File: src/rtl/uart_tx_fifo.sv
`default_nettype none
// ============================================================================
//  Module      : uart_tx_fifo
//  Description : Buffered UART transmitter. Words enter an internal FIFO over
//                a valid/ready stream and are serialised LSB-first on tx with
//                a start bit, DATA_BITS data bits, optional parity and
//                STOP_BITS stop bits. Frames are sent back-to-back while the
//                FIFO holds data.
//  Ports       : clk        - clock, rising edge
//                rst        - asynchronous reset, active low
//                data       - word to transmit (DATA_BITS wide)
//                data_valid - data is valid
//                data_ready - FIFO accepts a word this cycle
//                tx         - serial line, idle high, registered
//                busy       - FIFO non-empty or frame in progress
//                fifo_count - words queued, excluding the word being shifted
//  Revision    : 1.0 - initial release
// ============================================================================
module uart_tx_fifo #(
    parameter int CLK_FREQ   = 50000000,
    parameter int BAUD_RATE  = 9600,
    parameter int DATA_BITS  = 8,
    parameter int STOP_BITS  = 1,
    parameter int PARITY     = 0,
    parameter int FIFO_DEPTH = 16
) (
    input  logic                          clk,
    input  logic                          rst,
    input  logic [DATA_BITS-1:0]          data,
    input  logic                          data_valid,
    output logic                          data_ready,
    output logic                          tx,
    output logic                          busy,
    output logic [$clog2(FIFO_DEPTH):0]   fifo_count
);

    localparam int c_PERIOD = CLK_FREQ / BAUD_RATE;
    localparam int c_CW     = (c_PERIOD > 1) ? $clog2(c_PERIOD) : 1;
    localparam int c_AW     = $clog2(FIFO_DEPTH);

    localparam logic [c_CW-1:0] c_CNT_MAX   = c_CW'(c_PERIOD - 1);
    localparam logic [3:0]      c_DATA_LAST = 4'(DATA_BITS - 1);
    localparam logic [3:0]      c_STOP_LAST = 4'(STOP_BITS - 1);
    localparam logic [c_AW:0]   c_DEPTH     = (c_AW + 1)'(FIFO_DEPTH);

    localparam logic [2:0] c_ST_IDLE   = 3'd0;
    localparam logic [2:0] c_ST_START  = 3'd1;
    localparam logic [2:0] c_ST_DATA   = 3'd2;
    localparam logic [2:0] c_ST_PARITY = 3'd3;
    localparam logic [2:0] c_ST_STOP   = 3'd4;

    // ------------------------------------------------------------------
    // FIFO
    // ------------------------------------------------------------------
    logic [DATA_BITS-1:0] r_mem [FIFO_DEPTH];
    logic [c_AW-1:0]      r_wr_ptr;
    logic [c_AW-1:0]      r_rd_ptr;
    logic [c_AW:0]        r_count;
    logic                 r_ready_en;   // keeps data_ready low until the first edge after reset

    logic                 w_full;
    logic                 w_empty;
    logic                 w_push;
    logic                 w_pop;
    logic [DATA_BITS-1:0] w_head;
    logic                 w_head_par;

    assign w_full     = (r_count == c_DEPTH);
    assign w_empty    = (r_count == '0);
    assign data_ready = r_ready_en && !w_full;
    assign w_push     = data_valid && data_ready;
    assign w_head     = r_mem[r_rd_ptr];
    // Odd parity inverts the XOR so the total count of ones is odd.
    assign w_head_par = (PARITY == 1) ? ~^w_head : ^w_head;

    always_ff @(posedge clk) begin
        if (w_push) begin
            r_mem[r_wr_ptr] <= data;
        end
    end

    always_ff @(posedge clk or negedge rst) begin
        if (!rst) begin
            r_wr_ptr   <= '0;
            r_rd_ptr   <= '0;
            r_count    <= '0;
            r_ready_en <= 1'b0;
        end else begin
            r_ready_en <= 1'b1;
            if (w_push) begin
                r_wr_ptr <= r_wr_ptr + 1'b1;
            end
            if (w_pop) begin
                r_rd_ptr <= r_rd_ptr + 1'b1;
            end
            if (w_push && !w_pop) begin
                r_count <= r_count + 1'b1;
            end else if (!w_push && w_pop) begin
                r_count <= r_count - 1'b1;
            end
        end
    end

    // ------------------------------------------------------------------
    // Transmit FSM
    // ------------------------------------------------------------------
    logic [2:0]           r_state;
    logic [c_CW-1:0]      r_cnt;
    logic [3:0]           r_bit;      // data bit index, reused as stop bit index
    logic [DATA_BITS-1:0] r_shift;
    logic                 r_par;
    logic                 r_tx;

    logic [2:0]           w_state_nxt;
    logic [c_CW-1:0]      w_cnt_nxt;
    logic [3:0]           w_bit_nxt;
    logic [DATA_BITS-1:0] w_shift_nxt;
    logic                 w_par_nxt;
    logic                 w_tx_nxt;
    logic                 w_adv;

    assign w_adv = (r_cnt == c_CNT_MAX);

    always_comb begin
        w_state_nxt = r_state;
        w_cnt_nxt   = r_cnt + 1'b1;
        w_bit_nxt   = r_bit;
        w_shift_nxt = r_shift;
        w_par_nxt   = r_par;
        w_pop       = 1'b0;
        w_tx_nxt    = 1'b1;

        case (r_state)
            c_ST_IDLE: begin
                w_cnt_nxt = '0;
                if (!w_empty) begin
                    w_pop       = 1'b1;
                    w_state_nxt = c_ST_START;
                end
            end
            c_ST_START: begin
                if (w_adv) begin
                    w_state_nxt = c_ST_DATA;
                    w_cnt_nxt   = '0;
                    w_bit_nxt   = '0;
                end
            end
            c_ST_DATA: begin
                if (w_adv) begin
                    w_cnt_nxt = '0;
                    if (r_bit == c_DATA_LAST) begin
                        w_bit_nxt   = '0;
                        w_state_nxt = (PARITY != 0) ? c_ST_PARITY : c_ST_STOP;
                    end else begin
                        w_bit_nxt   = r_bit + 1'b1;
                        w_shift_nxt = r_shift >> 1;
                    end
                end
            end
            c_ST_PARITY: begin
                if (w_adv) begin
                    w_state_nxt = c_ST_STOP;
                    w_cnt_nxt   = '0;
                    w_bit_nxt   = '0;
                end
            end
            c_ST_STOP: begin
                if (w_adv) begin
                    w_cnt_nxt = '0;
                    if (r_bit == c_STOP_LAST) begin
                        w_bit_nxt = '0;
                        // Chain straight into the next start bit when data is waiting.
                        if (!w_empty) begin
                            w_pop       = 1'b1;
                            w_state_nxt = c_ST_START;
                        end else begin
                            w_state_nxt = c_ST_IDLE;
                        end
                    end else begin
                        w_bit_nxt = r_bit + 1'b1;
                    end
                end
            end
            default: begin
                w_state_nxt = c_ST_IDLE;
                w_cnt_nxt   = '0;
            end
        endcase

        if (w_pop) begin
            w_shift_nxt = w_head;
            w_par_nxt   = w_head_par;
            w_cnt_nxt   = '0;
        end

        // tx is registered, so it is decoded from the next state.
        case (w_state_nxt)
            c_ST_START:  w_tx_nxt = 1'b0;
            c_ST_DATA:   w_tx_nxt = w_shift_nxt[0];
            c_ST_PARITY: w_tx_nxt = w_par_nxt;
            default:     w_tx_nxt = 1'b1;
        endcase
    end

    always_ff @(posedge clk or negedge rst) begin
        if (!rst) begin
            r_state <= c_ST_IDLE;
            r_cnt   <= '0;
            r_bit   <= '0;
            r_shift <= '0;
            r_par   <= 1'b0;
            r_tx    <= 1'b1;
        end else begin
            r_state <= w_state_nxt;
            r_cnt   <= w_cnt_nxt;
            r_bit   <= w_bit_nxt;
            r_shift <= w_shift_nxt;
            r_par   <= w_par_nxt;
            r_tx    <= w_tx_nxt;
        end
    end

    assign tx         = r_tx;
    assign busy       = (r_state != c_ST_IDLE) || !w_empty;
    assign fifo_count = r_count;

endmodule
`default_nettype wire

File: config.mk
export PLATFORM = sky130hd
export DESIGN_NAME = uart_tx_fifo
export DESIGN_NICKNAME = d
export VERILOG_FILES = /design/src/rtl/uart_tx_fifo.sv
export SDC_FILE = /design/constraint.sdc
export NUM_CORES = 1
export LEC_CHECK = 0
export ABC_AREA = 1
export BUFFER_PORTS_ARGS = -buffer_cell sky130_fd_sc_hd__buf_2
export CAP_MARGIN = 10
export CELL_PAD_IN_SITES_DETAIL_PLACEMENT = 0
export CELL_PAD_IN_SITES_GLOBAL_PLACEMENT = 1
export CORE_MARGIN = 10
export CORE_UTILIZATION = 49
export DETAILED_ROUTE_END_ITERATION = 12
export HOLD_SLACK_MARGIN = 0.12
export PLACE_DENSITY = 0.85
export RECOVER_POWER = 100
export SETUP_SLACK_MARGIN = 0.15
export SLEW_MARGIN = 20
export SYNTH_ARGS = -nofsm -noshare
export SYNTH_HDL_FRONTEND = slang
export SYNTH_SLANG_ARGS = --single-unit
File: constraint.sdc
create_clock -name clk -period 3.43 [get_ports clk]
set_clock_uncertainty 0.2 [all_clocks]
set_input_delay 0.5145 -clock clk [delete_from_list [all_inputs] [get_ports clk]]
set_output_delay 0.5145 -clock clk [all_outputs]
set_load 0.1 [all_outputs]
# After elaboration in Yosys (flattened, before gate mapping)

Memories as Yosys holds them, arrays and structs flattened.
Cells that the tools add are included.
Widths: inputs -> output; s select.

Bits in registers: 44
Bits in writable memories: 128
Output and inout bits: 8
Logic and storage cells: 86
Memories: 1

$add $sub $neg: 6
Equal/unequal tests: 14
Muxes and demuxes: 32
Reduce and logical (&&, ||, !) cells: 22

Memories:

| memory | words | bits a word | rd ports | clocked after memory_dff | wr ports | line | text |
|---|---|---|---|---|---|---|---|
| r_mem  | 16    | 8           | 1        | 0                        | 1        | 55   | `logic [DATA_BITS-1:0] r_mem [FIFO_DEPTH];` |

Operator list:

| kind                  | number |
|---|---|
| $mux 13               | 3 |
| $mux 8                | 4 |
| $mux 3                | 7 |
| $mux 4                | 5 |
| $pmux 3 s5            | 1 |
| $add 13x1->13 const B | 1 |
| $eq 13x13->1 const B  | 1 |
| $add 4x1->4 const B   | 3 |
| $eq 3x2->1 const B    | 4 |
| $pmux 4 s3            | 1 |
| $mux 5                | 2 |
| $reduce_xor 8->1      | 1 |
| $mux 1                | 7 |
| $eq 3x1->1 const B    | 2 |
| $ne 2x2->1 const B    | 3 |
| $reduce_bool 2->1     | 3 |
| $reduce_bool 3->1     | 2 |
| $add 5x1->5 const B   | 1 |
| $eq 5x5->1 const B    | 1 |
| $logic_not 5->1       | 1 |
| $sub 5x1->5 const B   | 1 |
| $eq 4x3->1 const B    | 1 |
| $logic_and 1x1->1     | 4 |
| $logic_not 1->1       | 4 |
| other kinds (11)      | 11 |

# Longest topological paths before layout

Gate-level depths: netlist (run 1).

Depth in word-level cells: 8
Depth in mapped cells: 20
Depth with buffers taken out: 18

# Worst setup path after synthesis (run 1)

Ideal clock, no wire load.

Kind: register to register
From: reg r_count[1], in the netlist fifo_count[1]
To: reg r_count[4], in the netlist fifo_count[4]
Library setup time: 163 ps
Arrival time: 3503 ps
Required time: 3067 ps
Path slack: -436 ps
Cell stages (with the launch flop): 16
Clock period less this slack: 3866 ps
Cells stage by stage: dfrtp_1 -> nor4_1 -> nand2_1 -> nand2_1 -> inv_1 -> nand2_1 -> clkinv_1 -> ha_1 -> inv_1 -> fa_1 -> a21o_1 -> a21oi_1 -> nand2_1 -> nand2_1 -> nor2_1 -> xor2_1

Elaborated cells between the ends (all ways): 18
Classes of those cells: add/sub (2); eq/ne (1); mux (6); reduce/logical (9)

RTL lines:

| item                               | line | text |
|---|---|---|
| start, declared                    | 58   | `logic [c_AW:0] r_count;` |
| start signal, assigned             | 97   | `r_count <= r_count + 1'b1;` |
| start signal, assigned             | 99   | `r_count <= r_count - 1'b1;` |
| $eq 5x5->1 (*)                     | 68   | `assign w_full = (r_count == c_DEPTH);` |
| $logic_not 1->1 (*)                | 70   | `assign data_ready = r_ready_en && !w_full;` |
| $logic_and 1x1->1 (*)              | 70   |  |
| via data_ready                     | 31   | `output logic data_ready,` |
| $logic_and 1x1->1 (*)              | 71   | `assign w_push = data_valid && data_ready;` |
| via w_push                         | 63   | `logic w_push;` |
| $logic_not 1->1                    | 98   | `end else if (!w_push && w_pop) begin` |
| $logic_and 1x1->1                  | 98   |  |
| $reduce_bool 2->1 (no source line) | --   |  |

The timed path passes the listed nets; every way through them passes the cells marked *. The select of a mux whose other input is x is not followed.
A chain may end at the register's enable or synchronous reset.

# Final worst setup path (run 1)

From: reg r_count[2], in the netlist fifo_count[2]
To: reg r_count[4], in the netlist fifo_count[4]

Elaborated cells between the ends (all ways): 18
Classes of those cells: add/sub (2); eq/ne (1); mux (6); reduce/logical (9)

RTL lines:

| item                               | line |
|---|---|
| $eq 5x5->1 (*)                     | 68 |
| $logic_not 1->1 (*)                | 70 |
| $logic_and 1x1->1 (*)              | 70 |
| $logic_and 1x1->1 (*)              | 71 |
| via w_push                         | 63 |
| $logic_not 1->1                    | 98 |
| $logic_and 1x1->1                  | 98 |
| $reduce_bool 2->1 (no source line) | -- |

Marks and branches as above.

==> insert_results.sql, run 1 <==
INSERT INTO impl_metrics (metric_group, metric, value, unit) VALUES
('placement', 'place.port_buffers', '18', ''),
('setup_path', 'path_class', 'flip-flop to flip-flop', ''),
('outcome', 'run_status', 'completed', ''),
('logic_synthesis', 'area_fraction_in_compound_gates_after_synthesis', '4.30', '%'),
('setup_path', 'cpMaxStageDelayCell', 'sky130_fd_sc_hd__dfrtp_4', ''),
('global_route', 'first_global_vias', '5358', ''),
('route', 'via_per_inst', '5.18', ''),
('logic_synthesis', 'syn-mean-instance-area', '9.91', 'um2'),
('logic_synthesis', 'synth_sequential_area_ratio', '62.3', '%'),
('floorplanning', 'chipWidth', '147', 'um'),
('sta', 'worst_pin_slew', '1210', 'ps'),
('route', 'drt_first_iter_violations', '395', ''),
('floorplanning', 'initial_core_util', '50.0', '%'),
('logic_synthesis', 'postSynth.asyncResetShare', '25.6', '%'),
('clock_tree', 'clock-sinks', '172', ''),
('sta', 'final_ws_setup', '376', 'ps'),
('sta', 'finalHoldWorstSlack', '251', 'ps'),
('logic_synthesis', 'mappedNetlistNets', '826', ''),
('placement', 'place_ws', '344', 'ps'),
('clock_tree', 'ctsRootBufferMaster', 'sky130_fd_sc_hd__clkbuf_16', ''),
('logic_synthesis', 'syn_area', '0.00794', 'mm2'),
('route', 'vias', '5410', ''),
('setup_path', 'timing.critical_path.slowest_cell_delay', '510', 'ps'),
('clock_tree', 'clock_tree_from_tritoncts', 'built', ''),
('cells_and_area', 'layout.cells.most_common_list', 'sky130_fd_sc_hd__nand2_1 (241), sky130_fd_sc_hd__edfxtp_1 (128), sky130_fd_sc_hd__inv_1 (105)', ''),
('logic_synthesis', 'post_synth_xor_area_fraction', '1.32', '%'),
('route', 'dr.pass1.iters', '5', ''),
('cells_and_area', 'nFillCells', '1367', ''),
('floorplanning', 'floorplan.die_area', '0.0217', 'mm2'),
('global_route', 'grt_usage', '15.4', '%'),
('sta', 'grt_setup_unrepaired', 'no', ''),
('logic_synthesis', 'synth_top_family_by_area', 'simple AND/OR/NAND/NOR gates', ''),
('global_route', 'maximum_number_of_pins_on_one_net_before_global_route_repair', '61', ''),
('setup_path', 'crit_required', '3540', 'ps'),
('route', 'totalWireLength', '16500', 'um'),
('sta', 'drv_slew', '0', ''),
('logic_synthesis', 'synthDistinctLibCells', '41', ''),
('sta', 'finalCriticalPeriod', '3050', 'ps'),
('setup_path', 'ff2ff_setup_slack', '380', 'ps'),
('clock_tree', 'post_cts_buffers', '0', ''),
('floorplanning', 'core_region_area', '0.0159', 'mm2'),
('setup_path', 'cp-start-kind', 'flip-flop', ''),
('pwr', 'leakagePower', '3.72', 'nW'),
('clock_tree', 'number_of_buffers_inserted_during_clock_tree_synthesis', '17', ''),
('logic_synthesis', 'synth.mux.area_fraction', '0', '%'),
('clock_tree', 'clk-insertion-delay-late', '430', 'ps'),
('route', 'post-route-drc-count', '0', ''),
('setup_path', 'rr_startpoint', 'fifo_count[2]$_DFFE_PN0P_', ''),
('setup_path', 'worstReg2RegEnd', 'fifo_count[4]$_DFFE_PN0P_', ''),
('setup_path', 'worst_r2r_path_depth', '15', ''),
('pwr', 'power-per-cell-area', '576', 'mW/mm2'),
('sta', 'timing.fmax', '327', 'MHz'),
('setup_path', 'worst-path-buf-inv', '3', ''),
('route', 'routedWlPerCell', '15.8', 'um'),
('hold_path', 'min_path_cells', '3', ''),
('sta', 'fin_setup_tns', '0', 'ps'),
('sta', 'min_period_over_period', '89.0', '%'),
('placement', 'number_of_placed_cells_counting_well_taps', '1013', ''),
('logic_synthesis', 'postSynth.topFlopCell', 'sky130_fd_sc_hd__edfxtp_1', ''),
('cells_and_area', 'mostFrequentLayoutCell', 'sky130_fd_sc_hd__nand2_1', ''),
('setup_path', 'worst_ep_arrival', '3160', 'ps'),
('global_route', 'grt_antenna_before_repair', '0', ''),
('hold_path', 'hold_class', 'input port to flip-flop', ''),
('flow_run', 'max_cap_viol', '0', ''),
('logic_synthesis', 'synth-warning-count', '0', ''),
('floorplanning', 'pin_count', '19', ''),
('setup_path', 'critPathTopFamily', 'simple AND/OR/NAND/NOR gates', ''),
('logic_synthesis', 'ys_seq_elements', '172', ''),
('setup_path', 'cp_cell_sequence', 'nor4_1 > nand2_1 > nand2_1 > clkinvlp_4 > nand2_1 > clkinv_4 > ha_4 > inv_4 > ha_4 > a21o_1 > a21oi_2 > nand2_1 > nand2_1 > nor2_1 > xor2_1', ''),
('global_route', 'globalRoute.totalOverflow', '0', ''),
('pwr', 'power.ir.vdd_worst', '0.347', 'mV');
tightest hold or removal path: cells and delay by family:
kind | cells | cell delay [ps]
AND/OR/NAND/NOR | 1 | 130
buffers and inverters | 1 | 100
XOR/XNOR | 1 | 90
power by group:
part | internal (mW) | total, mW | switching (mW)
Combinational | 0.155 | 0.678 | 0.523
Sequential | 2.39 | 2.47 | 0.0845
Clock | 1.13 | 1.89 | 0.759
sequential cells by signal, indices dropped and copies added (netlist names):
name	flops
fifo_count	5
r_bit	4
r_cnt	13
r_mem	128
r_par	1
r_rd_ptr	4
r_ready_en	1
r_shift	8
r_state	3
r_wr_ptr	4
tx	1
metal layers:
metal / share of wire [%] / GRT usage, % / vias to the layer above
met5: 0 / 0 / -
met2: 50 / 25.9 / 112
li1: - / - / 2660
met4: 2.8 / 7.28 / 0
met3: 4.2 / 3.01 / 35
met1: 43 / 18.6 / 2603
cell families (layout without fill, tap and decap cells):
group / count (synthesis) / in the layout
simple gates: 407 / 407
flops: 172 / 172
buf+inv: 141 / 168
compound gates: 56 / 56
fa+ha+maj: 13 / 13
xor+xnor: 12 / 12
other cells: 1 / 1
cell type report:
cell class                 instances  area, um2  area share [%]
tap                              216        270            3.09
multi-input combinational        489       2370            27.1
clock inverter                    12        148            1.69
sequential                       172       4960            56.7
inverter                         114        444            5.08
clock buffer                      19        433            4.95
timing repair buffer              23        125            1.43
how the worst max path moves through the flow:
stage | from | endpoint | slack (ps) | cells after the start
finish | fifo_count[2]$_DFFE_PN0P_ | fifo_count[4]$_DFFE_PN0P_ | 380 | 15
global route | fifo_count[2]$_DFFE_PN0P_ | fifo_count[4]$_DFFE_PN0P_ | 120 | 15
CTS | r_cnt[0]$_DFF_PN0_ | fifo_count[4]$_DFFE_PN0P_ | 330 | 15
detailed placement | r_cnt[0]$_DFF_PN0_ | fifo_count[4]$_DFFE_PN0P_ | 340 | 15
global placement | r_cnt[0]$_DFF_PN0_ | fifo_count[4]$_DFFE_PN0P_ | 460 | 15
floorplan | fifo_count[2]$_DFFE_PN0P_ | fifo_count[4]$_DFFE_PN0P_ | 150 | 15
repair_timing:
action                                  CTS  global route
resized for setup                         0             1
endpoints found under the setup margin    0             1
hold endpoints to repair                 43             0
hold buffers                              1             0
synthesized netlist by cell type, types with 2 or more instances:
library cell	instances	area share, %
sky130_fd_sc_hd__a31oi_1	2	0.16
sky130_fd_sc_hd__o221ai_1	6	0.66
sky130_fd_sc_hd__nand4_1	7	0.55
sky130_fd_sc_hd__o22ai_1	2	0.16
sky130_fd_sc_hd__edfxtp_1	128	48
sky130_fd_sc_hd__o21ai_0	14	0.88
sky130_fd_sc_hd__nor3b_1	3	0.28
sky130_fd_sc_hd__nor4_1	4	0.31
sky130_fd_sc_hd__buf_4	12	1.1
sky130_fd_sc_hd__nand3_2	2	0.25
sky130_fd_sc_hd__ha_1	12	1.9
sky130_fd_sc_hd__nand2_1	240	11
sky130_fd_sc_hd__nor2_1	56	2.6
sky130_fd_sc_hd__clkinv_1	2	0.095
sky130_fd_sc_hd__nand3_1	84	5.3
sky130_fd_sc_hd__o211ai_1	6	0.57
sky130_fd_sc_hd__a21o_1	2	0.19
sky130_fd_sc_hd__dfrtp_1	43	14
sky130_fd_sc_hd__inv_2	6	0.28
sky130_fd_sc_hd__nor2_2	2	0.16
sky130_fd_sc_hd__nor3_1	3	0.19
sky130_fd_sc_hd__buf_2	6	0.38
sky130_fd_sc_hd__xnor2_1	2	0.22
sky130_fd_sc_hd__inv_1	105	5.0
sky130_fd_sc_hd__a21oi_1	12	0.76
sky130_fd_sc_hd__buf_6	9	1.3
sky130_fd_sc_hd__xor2_1	10	1.1
sky130_fd_sc_hd__nand2_2	2	0.16
sky130_fd_sc_hd__o21ai_1	8	0.50
No activity file was read; power rests on OpenSTA's default activity.
==> inputs of run 2 (changes only) <==
Clock period 3.43 ns to 3.1 ns, I/O delays scaled along.
==> insert_results.sql, run 2 (synthesis results as in run 1) <==
INSERT INTO impl_metrics (metric_group, metric, value, unit) VALUES
('floorplanning', 'die_h', '147', 'um'),
('hold_path', 'hold_path_startpoint', 'data_valid', ''),
('setup_path', 'cp-start-kind', 'flip-flop', ''),
('clock_tree', 'number_of_buffers_inserted_during_clock_tree_synthesis', '17', ''),
('global_route', 'global_route_wire_length_before_repair', '26800', 'um'),
('setup_path', 'rr_startpoint', 'r_cnt[0]$_DFF_PN0_', ''),
('route', 'totalWireLength', '16600', 'um'),
('placement', 'place_ws', '244', 'ps'),
('sta', 'min_period_over_period', '89.8', '%'),
('pwr', 'internal-power', '4.02', 'mW'),
('pwr', 'clock_power_share', '37.6', '%'),
('clock_tree', 'clk_transition_reported_paths', '70', 'ps'),
('global_route', 'maximum_number_of_pins_on_one_net_before_global_route_repair', '61', ''),
('global_route', 'grt_usage', '15.5', '%'),
('setup_path', 'worst_setup_path_end_kind', 'flip-flop', ''),
('placement', 'place.port_buffers', '18', ''),
('outcome', 'run_status', 'completed', ''),
('floorplanning', 'initial_core_util', '50.0', '%'),
('cells_and_area', 'area.sequential', '0.00496', 'mm2'),
('route', 'drt_first_iter_violations', '339', ''),
('global_route', 'grt_antenna_before_repair', '0', ''),
('floorplanning', 'pin_count', '19', ''),
('route', 'post-route-drc-count', '0', ''),
('global_route', 'first_global_vias', '5329', ''),
('pwr', 'total_power', '5.61', 'mW'),
('clock_tree', 'clk-insertion-delay-late', '430', 'ps'),
('cells_and_area', 'nFillCells', '1427', ''),
('setup_path', 'path_class', 'flip-flop to flip-flop', ''),
('sta', 'fin_setup_tns', '0', 'ps'),
('sta', 'drv_slew', '0', ''),
('pwr', 'power.ir.vdd_worst', '0.403', 'mV'),
('hold_path', 'worstHoldEndpoint', 'r_wr_ptr[0]$_DFFE_PN0P_', ''),
('cells_and_area', 'layout.cells.most_common_list', 'sky130_fd_sc_hd__nand2_1 (241), sky130_fd_sc_hd__edfxtp_1 (128), sky130_fd_sc_hd__inv_1 (104)', ''),
('setup_path', 'critical_path_peak_fanout', '4', ''),
('clock_tree', 'clock-sinks', '172', ''),
('cells_and_area', 'flow.area_growth_from_synthesis', '11.8', '%'),
('cells_and_area', 'reg.largest.list', 'r_mem (128), r_cnt (13), r_shift (8)', ''),
('sta', 'final_ws_setup', '316', 'ps'),
('cells_and_area', 'final_antenna_diode_count', '0', ''),
('placement', 'gp_congestion', '0.807', ''),
('flow_run', 'max_cap_viol', '0', ''),
('cells_and_area', 'largest_register_ff_count', '128', ''),
('pwr', 'power-per-cell-area', '632', 'mW/mm2'),
('setup_path', 'worstReg2RegEnd', 'fifo_count[4]$_DFFE_PN0P_', ''),
('route', 'routedWlPerCell', '15.6', 'um'),
('hold_path', 'min_path_cells', '3', ''),
('clock_tree', 'ctsRootBufferMaster', 'sky130_fd_sc_hd__clkbuf_16', ''),
('pwr', 'sequential_power_share', '48.9', '%'),
('route', 'via_per_inst', '5.09', ''),
('pwr', 'leakagePower', '3.78', 'nW'),
('cells_and_area', 'final_layout_size_suffix_gt1_share', '8.44', '%'),
('setup_path', 'worst_r2r_path_depth', '15', ''),
('pwr', 'power.share.switching', '28.4', '%'),
('sta', 'grt_setup_unrepaired', 'no', ''),
('setup_path', 'ff2ff_setup_slack', '320', 'ps'),
('sta', 'worst_slew_margin_rel', '22.0', '%'),
('cells_and_area', 'num-nets-final', '864', ''),
('sta', 'finalCriticalPeriod', '2780', 'ps'),
('route', 'dr.pass1.iters', '4', ''),
('sta', 'worst_pin_slew', '1180', 'ps'),
('floorplanning', 'placement_rows', '46', ''),
('cells_and_area', 'instances_no_fill', '1069', ''),
('cells_and_area', 'mostFrequentLayoutCell', 'sky130_fd_sc_hd__nand2_1', ''),
('cells_and_area', 'largest_register', 'r_mem', ''),
('floorplanning', 'core_region_area', '0.0159', 'mm2'),
('clock_tree', 'clock_tree.buffer_depth', '2', ''),
('hold_path', 'hold_class', 'input port to flip-flop', ''),
('route', 'final_antenna_net_count', '0', ''),
('clock_tree', 'cts.htree.levels', '4', ''),
('sta', 'timing.fmax', '359', 'MHz'),
('placement', 'number_of_placed_cells_counting_well_taps', '1033', ''),
('floorplanning', 'chipWidth', '147', 'um'),
('clock_tree', 'clock_tree_from_tritoncts', 'built', ''),
('cells_and_area', 'multi_input_comb_area', '0.00238', 'mm2'),
('setup_path', 'worst_ep_arrival', '2900', 'ps'),
('pwr', 'relative_contribution_of_combinational_cells_to_total_power', '13.5', '%'),
('sta', 'setup-violations-final', '0', ''),
('pwr', 'total_switching_power', '1.59', 'mW'),
('sta', 'finalHoldViolCount', '0', ''),
('placement', 'detailed_place_hpwl', '10800', 'um'),
('route', 'vias', '5437', ''),
('global_route', 'globalRoute.totalOverflow', '0', ''),
('setup_path', 'crit_required', '3220', 'ps'),
('floorplanning', 'floorplan.die_area', '0.0217', 'mm2');
[run 2: cell count changes in the layout (fill, tap and decap cells not counted), moves of 2 or more]
| cell | change |
|---|---|
| sky130_fd_sc_hd__clkinv_2 | -2 |
| sky130_fd_sc_hd__clkinvlp_4 | -2 |
| sky130_fd_sc_hd__dfrtp_2 | +2 |
| sky130_fd_sc_hd__clkinv_4 | +3 |
| sky130_fd_sc_hd__clkbuf_1 | +15 |
| sky130_fd_sc_hd__inv_6 | +5 |
| sky130_fd_sc_hd__buf_4 | +5 |
| sky130_fd_sc_hd__dfrtp_1 | -2 |
[run 2: layout make-up]
class | instances | area share, %
clock buffers | 17 | 4.79
clock inverters | 15 | 1.83
repair buffers | 46 | 2.63
flip-flops and latches | 172 | 55.9
inverters | 114 | 5.00
multi-input cells | 489 | 26.8
well taps | 216 | 3.04
[run 2: how the worst max path moves through the flow]
stage | from | end | slack, ps | cells after the start
6_report | r_cnt[0]$_DFF_PN0_ | fifo_count[4]$_DFFE_PN0P_ | 320 | 15
4_1_cts | r_cnt[0]$_DFF_PN0_ | fifo_count[4]$_DFFE_PN0P_ | 230 | 15
3_3_place_gp | r_cnt[0]$_DFF_PN0_ | fifo_count[4]$_DFFE_PN0P_ | 320 | 15
2_1_floorplan | fifo_count[2]$_DFFE_PN0P_ | fifo_count[4]$_DFFE_PN0P_ | -170 | 15
5_1_grt | r_cnt[0]$_DFF_PN0_ | fifo_count[4]$_DFFE_PN0P_ | 90 | 14
3_5_place_dp | r_cnt[0]$_DFF_PN0_ | fifo_count[4]$_DFFE_PN0P_ | 240 | 15
[run 2: metrics by stage]
step	area (um2)	util [%]	hold WS, ps
floorplan	8020	-	-30.6
global placement	8350	52.6	245
detailed placement	8350	52.6	260
CTS	8950	56.3	155
global route	8880	55.9	237
finish	8880	55.9	209
[run 2: timing repair]
item,4_1_cts,5_1_grt
endpoints found under the setup margin,0,2
hold buffers,1,0
buffers inserted,0,3
gates resized for setup,0,3
endpoints found under the hold margin,43,0
[run 2: critical path: stages (launching register included)]
cell and delay [ps]:
sky130_fd_sc_hd__dfrtp_1 350, sky130_fd_sc_hd__ha_1 200, sky130_fd_sc_hd__nand3_1 130, sky130_fd_sc_hd__nor4_4 300, sky130_fd_sc_hd__inv_2 120, sky130_fd_sc_hd__o21ai_4 150
sky130_fd_sc_hd__nand2_1 130, sky130_fd_sc_hd__ha_4 200, sky130_fd_sc_hd__inv_4 80, sky130_fd_sc_hd__ha_4 210, sky130_fd_sc_hd__a21o_1 170, sky130_fd_sc_hd__a21oi_2 160
sky130_fd_sc_hd__nand2_1 60, sky130_fd_sc_hd__nand2_1 50, sky130_fd_sc_hd__nor2_1 40, sky130_fd_sc_hd__xor2_1 130
[run 2: power groups by stage]
stage	registers, mW	logic, mW	clock network, mW
after floorplan	3.01	0.344	0
after global placement	2.78	0.760	0
after detailed placement	2.79	0.789	0
after CTS	2.74	0.793	2.14
after global routing	2.76	0.841	2.23
final	2.75	0.758	2.11
[run 2: routing by layer]
layer | global-route usage, % | share of wire [%] | up-vias
li1 | - | - | 2700
met1 | 18.9 | 43 | 2608
met2 | 26.7 | 51 | 112
met3 | 3.44 | 4.3 | 17
met4 | 5.25 | 1.4 | 0
met5 | 0 | 0 | -
==> inputs of run 3 (changes only) <==
Settings changed: ABC_AREA 1 to not set, CORE_UTILIZATION 49 to 53.
==> insert_results.sql, run 3 <==
INSERT INTO impl_metrics (metric_group, metric, value, unit) VALUES
('floorplanning', 'pin_count', '19', ''),
('sta', 'finalHoldWorstSlack', '293', 'ps'),
('logic_synthesis', 'area_fraction_in_compound_gates_after_synthesis', '4.48', '%'),
('cells_and_area', 'num-nets-final', '528', ''),
('clock_tree', 'clock_tree.buffer_depth', '2', ''),
('sta', 'final_ws_setup', '37.5', 'ps'),
('sta', 'finalHoldViolCount', '0', ''),
('logic_synthesis', 'ys_seq_elements', '172', ''),
('logic_synthesis', 'mappedNetlistNets', '472', ''),
('logic_synthesis', 'synth_top_family_by_area', 'multiplexers', ''),
('pwr', 'power.ir.vdd_worst', '0.498', 'mV'),
('route', 'totalWireLength', '14100', 'um'),
('clock_tree', 'ctsRootBufferMaster', 'sky130_fd_sc_hd__clkbuf_16', ''),
('setup_path', 'worst_path_most_repeated_cell', 'sky130_fd_sc_hd__ha_4', ''),
('global_route', 'grt_antenna_before_repair', '0', ''),
('logic_synthesis', 'synth.mux.area_fraction', '11.3', '%'),
('pwr', 'power-per-cell-area', '678', 'mW/mm2'),
('floorplanning', 'floorplan.die_area', '0.0186', 'mm2'),
('cells_and_area', 'layout.cells.most_common_list', 'sky130_fd_sc_hd__edfxtp_1 (128), sky130_fd_sc_hd__nand2_1 (38), sky130_fd_sc_hd__dfrtp_1 (37)', ''),
('logic_synthesis', 'postSynth.topFlopCell', 'sky130_fd_sc_hd__edfxtp_1', ''),
('logic_synthesis', 'synthDominantCellAreaShare', '53.6', '%'),
('logic_synthesis', 'ys_top_cells_by_count', 'sky130_fd_sc_hd__edfxtp_1 (128), sky130_fd_sc_hd__dfrtp_1 (43), sky130_fd_sc_hd__nand2_1 (38), sky130_fd_sc_hd__nor2_1 (35), sky130_fd_sc_hd__mux4_2 (32)', ''),
('logic_synthesis', 'synth_edf_count', '128', ''),
('pwr', 'total_power', '5.68', 'mW'),
('logic_synthesis', 'synth-warning-count', '0', ''),
('global_route', 'maximum_number_of_pins_on_one_net_before_global_route_repair', '36', ''),
('sta', 'drv_slew', '33', ''),
('setup_path', 'cp_cell_sequence', 'or4b_4 > nor3_4 > nand2_2 > a2111oi_4 > inv_2 > ha_4 > inv_4 > ha_4 > a21o_1 > a21oi_2 > xnor2_1 > nor2_1 > xor2_1', ''),
('clock_tree', 'clk_transition_reported_paths', '60', 'ps'),
('route', 'final_antenna_net_count', '0', ''),
('setup_path', 'path_class', 'flip-flop to flip-flop', ''),
('clock_tree', 'number_of_buffers_inserted_during_clock_tree_synthesis', '17', ''),
('clock_tree', 'clock-sinks', '172', ''),
('route', 'via_per_inst', '5.68', ''),
('sta', 'finalCriticalPeriod', '3060', 'ps'),
('logic_synthesis', 'postSynth.asyncResetShare', '25.6', '%'),
('clock_tree', 'clk-insertion-delay-late', '420', 'ps'),
('setup_path', 'timing.critical_path.slowest_cell_delay', '550', 'ps'),
('logic_synthesis', 'synth_sequential_area_ratio', '68.9', '%'),
('logic_synthesis', 'synth_simple_gate_area_share', '7.67', '%'),
('global_route', 'global_route_wire_length_before_repair', '22600', 'um'),
('cells_and_area', 'nFillCells', '965', ''),
('logic_synthesis', 'post_synth_xor_area_fraction', '3.66', '%'),
('sta', 'setup-violations-final', '0', ''),
('sta', 'worst_slew_margin_rel', '-16.0', '%'),
('floorplanning', 'initial_core_util', '54.2', '%'),
('global_route', 'grt_usage', '16.3', '%'),
('setup_path', 'cpMaxStageDelayCell', 'sky130_fd_sc_hd__or4b_4', ''),
('cells_and_area', 'final_layout_size_suffix_gt1_share', '24.8', '%'),
('setup_path', 'critical_path_peak_fanout', '4', ''),
('clock_tree', 'clock_tree_from_tritoncts', 'built', ''),
('logic_synthesis', 'netlist_top_cells_area', 'sky130_fd_sc_hd__edfxtp_1 (54%), sky130_fd_sc_hd__dfrtp_1 (15%), sky130_fd_sc_hd__mux4_2 (10%)', ''),
('logic_synthesis', 'syn_inst', '448', ''),
('logic_synthesis', 'synth-adder-area-share', '2.37', '%'),
('setup_path', 'cp-start-kind', 'flip-flop', ''),
('cells_and_area', 'largest_register_ff_count', '128', ''),
('logic_synthesis', 'post-synth-top-area-cell', 'sky130_fd_sc_hd__edfxtp_1', ''),
('sta', 'grt_setup_unrepaired', 'yes', ''),
('floorplanning', 'placement_rows', '42', ''),
('floorplanning', 'die_h', '136', 'um'),
('logic_synthesis', 'syn-mean-instance-area', '16.0', 'um2'),
('global_route', 'globalRoute.totalOverflow', '0', ''),
('logic_synthesis', 'synthDistinctLibCells', '44', ''),
('sta', 'worst_pin_slew', '1740', 'ps'),
('setup_path', 'worst_ep_arrival', '3200', 'ps'),
('route', 'routedWlPerCell', '20.3', 'um'),
('sta', 'timing.fmax', '327', 'MHz'),
('outcome', 'failed_checks', 'max-capacitance violations, max-slew violations', ''),
('outcome', 'run_status', 'complete, but fails checks', ''),
('setup_path', 'worst_setup_path_end_kind', 'flip-flop', ''),
('floorplanning', 'chipWidth', '136', 'um'),
('cells_and_area', 'flow.area_growth_from_synthesis', '16.8', '%'),
('route', 'drt_first_iter_violations', '354', ''),
('route', 'dr.pass1.iters', '5', ''),
('logic_synthesis', 'post-synth-top-count-cell', 'sky130_fd_sc_hd__edfxtp_1', ''),
('clock_tree', 'cts.htree.levels', '4', ''),
('flow_run', 'max_cap_viol', '1', ''),
('cells_and_area', 'final_antenna_diode_count', '0', ''),
('pwr', 'leakagePower', '3.02', 'nW'),
('setup_path', 'crit_required', '3240', 'ps'),
('placement', 'detailed_place_hpwl', '8870', 'um'),
('sta', 'min_period_over_period', '98.8', '%'),
('placement', 'gp_congestion', '0.792', ''),
('hold_path', 'hold_class', 'flip-flop to flip-flop', ''),
('cells_and_area', 'reg.largest.list', 'r_mem (128), r_cnt (13), r_shift (8)', ''),
('route', 'post-route-drc-count', '0', ''),
('global_route', 'first_global_vias', '4103', ''),
('placement', 'place.port_buffers', '18', ''),
('logic_synthesis', 'syn_area', '0.00718', 'mm2'),
('floorplanning', 'core_region_area', '0.0132', 'mm2'),
('cells_and_area', 'mostFrequentLayoutCell', 'sky130_fd_sc_hd__edfxtp_1', ''),
('route', 'vias', '3934', ''),
('cells_and_area', 'largest_register', 'r_mem', ''),
('placement', 'place_ws', '34.1', 'ps');
-- run 3: cell count changes in the layout (fill, tap and decap cells not counted), moves of 19 or more --
cell                      before  now
sky130_fd_sc_hd__xnor2_1       2   21
sky130_fd_sc_hd__buf_4         8   32
sky130_fd_sc_hd__mux4_2        0   32
sky130_fd_sc_hd__inv_1       104    7
sky130_fd_sc_hd__nand3_1      85   10
sky130_fd_sc_hd__nand2_1     241   38
sky130_fd_sc_hd__nor2_1       57   35
-- run 3: final cells by class --
cell class	instances	area (um2)	area share [%]
clock buffers	17	425	5.08
multi-input cells	249	2200	26.2
repair buffers	55	375	4.48
inverters	9	36.3	0.433
well taps	176	220	2.63
flip-flops and latches	172	4960	59.2
clock inverters	14	161	1.93
-- run 3: routing by layer --
layer,wire length (um),track usage [%],up-vias
li1,-,-,1800
met1,5530,20.5,2003
met2,7310,26.7,113
met3,937,3.51,18
met4,280,6.92,0
met5,0,0,-
-- run 3: worst paths after layout --
path	depth (start not counted)	start	to	slack, ps
min in group asynchronous	2	rst	r_bit[3]$_DFFE_PN0P_	840
worst min-delay path	1	r_cnt[0]$_DFF_PN0_	r_cnt[0]$_DFF_PN0_	290
worst max-delay path	13	r_cnt[11]$_DFF_PN0_	fifo_count[4]$_DFFE_PN0P_	40
worst max register to register	13	r_cnt[11]$_DFF_PN0_	fifo_count[4]$_DFFE_PN0P_	40
max in group asynchronous	2	rst	fifo_count[3]$_DFFE_PN0P_	620
worst min register to register	1	r_cnt[0]$_DFF_PN0_	r_cnt[0]$_DFF_PN0_	290
-- run 3: repair_timing --
action	CTS	global route
setup endpoints to repair	2	3
hold endpoints to repair	30	0
gates resized for setup	1	0
pin swaps	0	2
gates cloned	0	0
hold buffers	1	0
buffers inserted	4	4
-- run 3: cell families after synthesis --
group | after synthesis
and+or+nand+nor | 116
AOI/OAI and AO/OA | 48
buffers and inverters | 27
other | 1
xor gates and xnor gates | 30
DFF | 172
adders and majority gates | 13
muxes | 41
-- run 3: worst max-delay path: cells and delay by family, from the launching register on --
kind	cells	cell delay (ps)
DFF	1	380
buffers and inverters	2	170
and+or+nand+nor	4	950
xor gates and xnor gates	2	240
adders and majority gates	2	390
AOI/OAI and AO/OA	3	630
-- run 3: power breakdown --
group          leakage (nW)  switching (mW)  internal [mW]
combinational          1.04           0.553          0.248
clock                 0.283           0.893           1.20
sequential             1.70           0.139           2.64
total                  3.02            1.58           4.09
-- run 3: metrics by stage --
step	util (%)	std cells	TNS, ps	instance area [um2]
final	63.3	692	0	8380
after global routing	63.3	692	-138	8380
after CTS	63.2	688	0	8370
after detailed placement	58.4	652	0	7740
after global placement	58.4	652	0	7740
after floorplan	-	448	-504	7270
